==> src/rtl/mk_design_multi_pkg.sv <==
// Shared definitions for the multi-channel start/result/check queue block.
// Compute helpers work on a wide word; callers truncate to their own WIDTH (WIDTH <= MAXW).
package mk_design_multi_pkg;

    localparam int MAXW = 64;

    typedef logic [MAXW-1:0] word_t;

    function automatic int cnt_width(input int depth);
        return $clog2(depth + 1);
    endfunction

    function automatic int ptr_width(input int depth);
        return (depth > 1) ? $clog2(depth) : 1;
    endfunction

    function automatic word_t calc_result(input word_t a, input word_t b, input word_t c);
        return a + b + c;
    endfunction

    function automatic word_t calc_check(input word_t a, input word_t b, input word_t d);
        return a ^ b ^ d;
    endfunction

endpackage

==> src/rtl/mk_design_multi_chan.sv <==
// One channel: operand FIFO with peek/compute outputs, dequeue-on-check and a sticky error flag.
module mk_design_multi_chan
    import mk_design_multi_pkg::*;
#(
    parameter int WIDTH = 5,
    parameter int DEPTH = 4,
    localparam int CW = cnt_width(DEPTH)
) (
    input  logic             clk,
    input  logic             rst_n,
    input  logic [WIDTH-1:0] start_a,
    input  logic [WIDTH-1:0] start_b,
    input  logic             en_start,
    output logic             rdy_start,
    input  logic [WIDTH-1:0] result_c,
    output logic [WIDTH-1:0] res_val,
    output logic             rdy_result,
    input  logic [WIDTH-1:0] check_d,
    input  logic             en_check,
    output logic [WIDTH-1:0] chk_val,
    output logic             rdy_check,
    output logic [CW-1:0]    count,
    output logic             err
);

    localparam int PW = ptr_width(DEPTH);

    typedef struct packed {
        logic [WIDTH-1:0] a;
        logic [WIDTH-1:0] b;
    } pair_t;

    pair_t         mem [DEPTH];
    pair_t         head;
    logic [PW-1:0] wptr;
    logic [PW-1:0] rptr;
    logic [CW-1:0] cnt;
    logic          err_q;
    logic          full;
    logic          empty;
    logic          do_push;
    logic          do_pop;

    // Readiness comes only from registered occupancy, so there is no bypass either way.
    assign full    = (cnt == CW'(DEPTH));
    assign empty   = (cnt == '0);
    assign do_push = en_start && !full;
    assign do_pop  = en_check && !empty;
    assign head    = mem[rptr];

    always_ff @(posedge clk) begin
        if (!rst_n) begin
            wptr  <= '0;
            rptr  <= '0;
            cnt   <= '0;
            err_q <= 1'b0;
        end else begin
            if (do_push) begin
                wptr <= wptr + PW'(1);
            end
            if (do_pop) begin
                rptr <= rptr + PW'(1);
            end
            cnt   <= cnt + CW'(do_push) - CW'(do_pop);
            err_q <= err_q | (en_start && full) | (en_check && empty);
        end
    end

    // Storage needs no reset: entries are only visible between valid pointers.
    always_ff @(posedge clk) begin
        if (rst_n && do_push) begin
            mem[wptr] <= {start_a, start_b};
        end
    end

    always_comb begin
        res_val = '0;
        chk_val = '0;
        if (!empty) begin
            res_val = WIDTH'(calc_result(MAXW'(head.a), MAXW'(head.b), MAXW'(result_c)));
            chk_val = WIDTH'(calc_check(MAXW'(head.a), MAXW'(head.b), MAXW'(check_d)));
        end
    end

    assign rdy_start  = !full;
    assign rdy_result = !empty;
    assign rdy_check  = !empty;
    assign count      = cnt;
    assign err        = err_q;

endmodule

==> src/rtl/mk_design_multi.sv <==
// N_CH independent start/result/check channels flattened onto per-channel bus slices.
module mk_design_multi
    import mk_design_multi_pkg::*;
#(
    parameter int N_CH  = 3,
    parameter int WIDTH = 5,
    parameter int DEPTH = 4,
    localparam int CW = cnt_width(DEPTH)
) (
    input  logic                  CLK,
    input  logic                  RST_N,
    input  logic [N_CH*WIDTH-1:0] XYZ_start_a,
    input  logic [N_CH*WIDTH-1:0] XYZ_start_b,
    input  logic [N_CH-1:0]       EN_XYZ_start,
    output logic [N_CH-1:0]       RDY_XYZ_start,
    input  logic [N_CH*WIDTH-1:0] XYZ_result_c,
    output logic [N_CH*WIDTH-1:0] XYZ_result,
    output logic [N_CH-1:0]       RDY_XYZ_result,
    input  logic [N_CH*WIDTH-1:0] XYZ_check_d,
    input  logic [N_CH-1:0]       EN_XYZ_check,
    output logic [N_CH*WIDTH-1:0] XYZ_check,
    output logic [N_CH-1:0]       RDY_XYZ_check,
    output logic [N_CH*CW-1:0]    XYZ_count,
    output logic [N_CH-1:0]       XYZ_err
);

    for (genvar i = 0; i < N_CH; i++) begin : g_chan
        mk_design_multi_chan #(
            .WIDTH(WIDTH),
            .DEPTH(DEPTH)
        ) u_chan (
            .clk       (CLK),
            .rst_n     (RST_N),
            .start_a   (XYZ_start_a[i*WIDTH +: WIDTH]),
            .start_b   (XYZ_start_b[i*WIDTH +: WIDTH]),
            .en_start  (EN_XYZ_start[i]),
            .rdy_start (RDY_XYZ_start[i]),
            .result_c  (XYZ_result_c[i*WIDTH +: WIDTH]),
            .res_val   (XYZ_result[i*WIDTH +: WIDTH]),
            .rdy_result(RDY_XYZ_result[i]),
            .check_d   (XYZ_check_d[i*WIDTH +: WIDTH]),
            .en_check  (EN_XYZ_check[i]),
            .chk_val   (XYZ_check[i*WIDTH +: WIDTH]),
            .rdy_check (RDY_XYZ_check[i]),
            .count     (XYZ_count[i*CW +: CW]),
            .err       (XYZ_err[i])
        );
    end

endmodule
==> config.mk <==
export PLATFORM = sky130hd
export DESIGN_NAME = mk_design_multi
export DESIGN_NICKNAME = d
export VERILOG_FILES = /design/src/rtl/mk_design_multi_pkg.sv /design/src/rtl/mk_design_multi_chan.sv /design/src/rtl/mk_design_multi.sv
export SDC_FILE = /design/constraint.sdc
export NUM_CORES = 1
export LEC_CHECK = 0
export CAP_MARGIN = 20
export CORE_MARGIN = 2
export CORE_UTILIZATION = 48
export DETAILED_ROUTE_END_ITERATION = 7
export GPL_ROUTABILITY_DRIVEN = 0
export PLACE_DENSITY = 0.76
export SETUP_SLACK_MARGIN = 0.4
export SYNTH_ARGS = -nofsm -noshare
export SYNTH_HDL_FRONTEND = slang
export SYNTH_HIERARCHICAL = 1
export SYNTH_SLANG_ARGS = --single-unit
==> constraint.sdc <==
create_clock -name CLK -period 3.4 [get_ports CLK]
set_input_delay 1.02 -clock CLK [delete_from_list [all_inputs] [get_ports CLK]]
set_output_delay 1.02 -clock CLK [all_outputs]
set_load 0.1 [all_outputs]
Word level (Yosys, flattened, before mapping):

Memories as Yosys holds them, arrays and structs flattened. A register that Yosys moved wholly into a read port is not among the register bits.
Cells that the tools add are included.
W data, S select, Z words.

* add/sub/neg operators: 18
* equality and inequality tests: 3
* bitwise gates (word level): 12
* muxes and demuxes: 18
* reduce and logical (&&, ||, !) cells: 24

Operators with widths (count)
* $add A5 B5 Y5: 6
* $mux W5: 6
* $xor A5 B5 Y5: 6
* $logic_and A1 B1 Y1: 15
* $add A2 B1 Y2 const B: 6
* $mux W2: 6
* $add A3 B1 Y3: 3
* $eq A3 B3 Y1 const B: 3
* $logic_not A3 Y1: 3
* $sub A3 B1 Y3: 3
* $logic_not A1 Y1: 6
* $mux W1: 6
* $or A1 B1 Y1: 6

* input bits: 68
* RAM bits: 120
* flip-flop bits (word level): 24
* memories: 3

Memory list
* g_chan[0].u_chan.mem: words 4, width 10, read ports 1, clocked after Yosys merged registers in 1, wr ports 1, RTL line mk_design_multi_chan.sv:33 `pair_t mem [DEPTH];`
* g_chan[1].u_chan.mem: words 4, width 10, read ports 1, clocked after Yosys merged registers in 1, wr ports 1, RTL line mk_design_multi_chan.sv:33
* g_chan[2].u_chan.mem: words 4, width 10, read ports 1, clocked after Yosys merged registers in 1, wr ports 1, RTL line mk_design_multi_chan.sv:33

Logic depth before layout (Yosys ltp):

* depth after elaboration: 6
* depth in mapped cells: 11
* gate-level depth less buffers: 10

By module:

The synthesis kept the hierarchy.

Modules (own cells, without submodules)
* mk_design_multi_chan (g_chan[1].u_chan ...): seq. area each 1401.3 um^2, times used 2, cells each 153, area each 2371.0 um^2
* mk_design_multi_chan (g_chan[0].u_chan): seq. area each 1401.3 um^2, times used 1, cells each 153, area each 2337.2 um^2

Least setup slack after synthesis:

No wires, ideal clock.

* path type: in2out
* from: in XYZ_result_c[13]
* to: out XYZ_result[14]
* arrival time: 4.399 ns
* stages on the path: 8
* path slack: -2.019 ns
* path buffers: 0
* cell sequence: inv_1 fa_1 inv_1 ha_1 a21oi_1 a21oi_1 o21a_1 nor3_1

* cells in the longest elaborated chain, start to end: 2

Ends and longest elaborated chain
* start, declared: RTL line mk_design_multi.sv:16 `input logic [N_CH*WIDTH-1:0] XYZ_result_c,`
* $add A5 B5 Y5: RTL line mk_design_multi_pkg.sv:18 `return a + b + c;`
* $mux W5: RTL line mk_design_multi_chan.sv:79 `if (!empty) begin`
* end, declared: RTL line mk_design_multi.sv:17 `output logic [N_CH*WIDTH-1:0] XYZ_result,`

Every way passes these cells.

==> impl_metrics.json <==
{
  "io_pins": 119,
  "place_inst": 793,
  "max_freq_mhz": 243,
  "synth-main-ff-cell": "edfxtp_1",
  "numCtsBuffers": 17,
  "skew_ns": 0.00735,
  "die_w_um": 125,
  "critPathKind": "flip-flop to primary output",
  "syn_area_per_cell_um2": 15.4,
  "synth_seq_cells": 150,
  "yosys.cell_types.count": 29,
  "yosys.area.top_type_share_pct": 50.9,
  "clk_latency_ns": 0.41,
  "status": "finished with violations",
  "grt_pass1_wl_mm": 23.6,
  "place_ws_ns": -0.961,
  "syn_area_um2": 7080,
  "fin_ws_ns": -0.723,
  "grt_pass1_vias": 4682,
  "layout_min_cycle_time_ns": 4.12,
  "grt_overflow": 0,
  "fin_nets": 760,
  "routed_wl_mm": 14.4,
  "dpl_cell_area_um2": 9440,
  "drt_iter0_drc": 137,
  "ctsHoldBuffers": 0,
  "finalCritPeriodShare_pct": 121,
  "slew_viol_final": 0,
  "antenna_found_initial": 1,
  "post-synth-top-area-cell": "edfxtp_1",
  "clkSinkCount": 150,
  "synthToLayoutAreaGrowth_pct": 51.3,
  "grt_max_degree": 25,
  "port_buffers": 118,
  "vias_per_cell": 5.00,
  "synth_warnings": 6,
  "rsz0062_at_grt": "true",
  "clkTransAtPathRegs_ns": 0.06,
  "wl_per_cell_um": 17.0,
  "r2r_start": "g_chan[2].u_chan/count[1]$_SDFF_PN0_",
  "worstPathArrival_ns": 3.10,
  "worst_setup_path_start_kind": "flip-flop",
  "hold_ws_ns": 0.468,
  "fin_area_um2": 10700,
  "clk_path_buf_depth": 2,
  "maxSlewHeadroom_pct": 55.3,
  "violations": "setup timing",
  "hold_violations": 0,
  "hold_class": "flip-flop to flip-flop",
  "drv_cap": 0,
  "min_from": "g_chan[2].u_chan/err$_SDFF_PN0_",
  "fillers": 841,
  "initial_utilization_pct": 48.9,
  "vias": 4226,
  "drt_pass1_iterations": 4,
  "syn-num-nets": 572,
  "cp.required_ns": 2.38,
  "tritoncts": "yes",
  "rows": 44,
  "final_cells": 845,
  "die_area_um2": 15700,
  "grtUsageTotal_pct": 19.4,
  "synthArstFlopShare_pct": 0,
  "synth_common_cells": "120 x edfxtp_1, 42 x inv_1, 42 x xnor2_1",
  "worst_pin_slew_ns": 0.668,
  "synth_edf_count": 120,
  "synth_area_leaders": "edfxtp_1 51%, dfxtp_1 8.5%, xnor2_1 5.2%",
  "drcViolationCount": 0,
  "die_h_um": 125,
  "ys_seq_area_share_pct": 59.4,
  "finalSetupViolCount": 15,
  "crit_path_end_kind": "primary output",
  "place.detailed.hpwl_mm": 9.82,
  "critPathMaxFanout": 5,
  "synth_cells": 459,
  "layout-drive-gt1-share_pct": 47.4,
  "core_um2": 14500,
  "ant_nets": 0,
  "htree_levels": 4,
  "root_buffer": "clkbuf_16",
  "yosysMostFrequentCell": "edfxtp_1"
}
routing by layer:
metal | up-vias | part of all wire [%] | track usage, %
met5 | - | 0 | 0
met4 | 0 | 2.1 | 7.58
met3 | 25 | 4.1 | 4.36
met2 | 111 | 52 | 33.7
met1 | 2101 | 41 | 23.7
li1 | 1989 | - | -
logic make-up (layout without fill, tap and decap cells):
logic type / count (synthesis) / in the layout / synth area share [%]
fa+ha+maj: 45 / 45 / 9.86
xor+xnor: 60 / 60 / 7.85
compound gates: 15 / 15 / 1.48
other cells: 0 / 1 / 0
simple gates: 96 / 96 / 7.64
flops: 150 / 150 / 59.4
buf+inv: 63 / 264 / 4.14
mux: 30 / 30 / 9.65
critical path: stages, from the launching register on:
cell and delay (ns):
dfxtp_4 0.39, buf_12 0.13, mux4_2 0.54, inv_2 0.08, fa_1 0.40, inv_2 0.09
ha_4 0.14, buf_6 0.10, nand3_4 0.08, and3_4 0.18, o21a_1 0.21, nor3_4 0.16
buf_12 0.20
worst paths after layout:
check / end / slack, ns / cells past startpoint
min reg2reg: g_chan[2].u_chan/err$_SDFF_PN0_ / 0.47 / 1
max reg2reg: g_chan[2].u_chan/count[2]$_SDFF_PN0_ / 0.85 / 11
min: g_chan[2].u_chan/err$_SDFF_PN0_ / 0.47 / 1
max: XYZ_result[4] / -0.72 / 12
metrics by stage:
step	TNS, ns	util, %
after floorplan	-3.76	-
after global placement	-8.85	65.2
after detailed placement	-9.13	65.2
after CTS	-6.47	72.7
after global routing	-8.20	74.0
final	-6.82	74.0
registers in the layout, summed over array words and instances, names as in the netlist, named ones only:
register and count:
g_chan.u_chan/rptr 6, g_chan.u_chan/count 9, g_chan.u_chan/mem 120, g_chan.u_chan/wptr 6, g_chan.u_chan/err 3
layout by cell type, fill, tap and decap left out, drive strengths merged:
| cell | n |
|---|---|
| mux4 | 27 |
| bufinv | 3 |
| and2 | 30 |
| xor2 | 14 |
| dfxtp | 30 |
| a21oi | 6 |
| dlymetal6s2s | 1 |
| or3b | 3 |
| edfxtp | 120 |
| fa | 18 |
| and3 | 15 |
| buf | 117 |
| dlygate4sd2 | 8 |
| nor2 | 18 |
| a21boi | 3 |
| nor3 | 12 |
| clkinvlp | 1 |
| o21a | 6 |
| mux2i | 3 |
| diode | 1 |
| ha | 27 |
| nand2 | 6 |
| clkbuf | 20 |
| nand3 | 6 |
| xnor2 | 46 |
| clkinv | 8 |
| inv | 48 |
| clkdlybuf4s50 | 58 |
| nor2b | 6 |
final cells by class:
class / count / area (um^2) / share of cell area (%)
multi-input combinational: 246 / 3280 / 30.7
timing repair buffer: 184 / 2140 / 19.9
clock buffer: 20 / 437 / 4.08
inverter: 48 / 233 / 2.17
sequential: 150 / 4230 / 39.5
tap: 184 / 230 / 2.15
antenna: 1 / 2.50 / 0.0234
clock inverter: 12 / 156 / 1.46
what timing repair did:
| item | CTS | global route |
|---|---|---|
| pin swaps | 35 | 15 |
| setup endpoints to repair | 30 | 30 |
| gates resized for setup | 99 | 25 |
| buffers inserted | 12 | 4 |
| cloned | 3 | 0 |
Power is left out: the tool's default activity adds up to more than one toggle a clock period on the data nets, which glitch-free logic cannot reach.
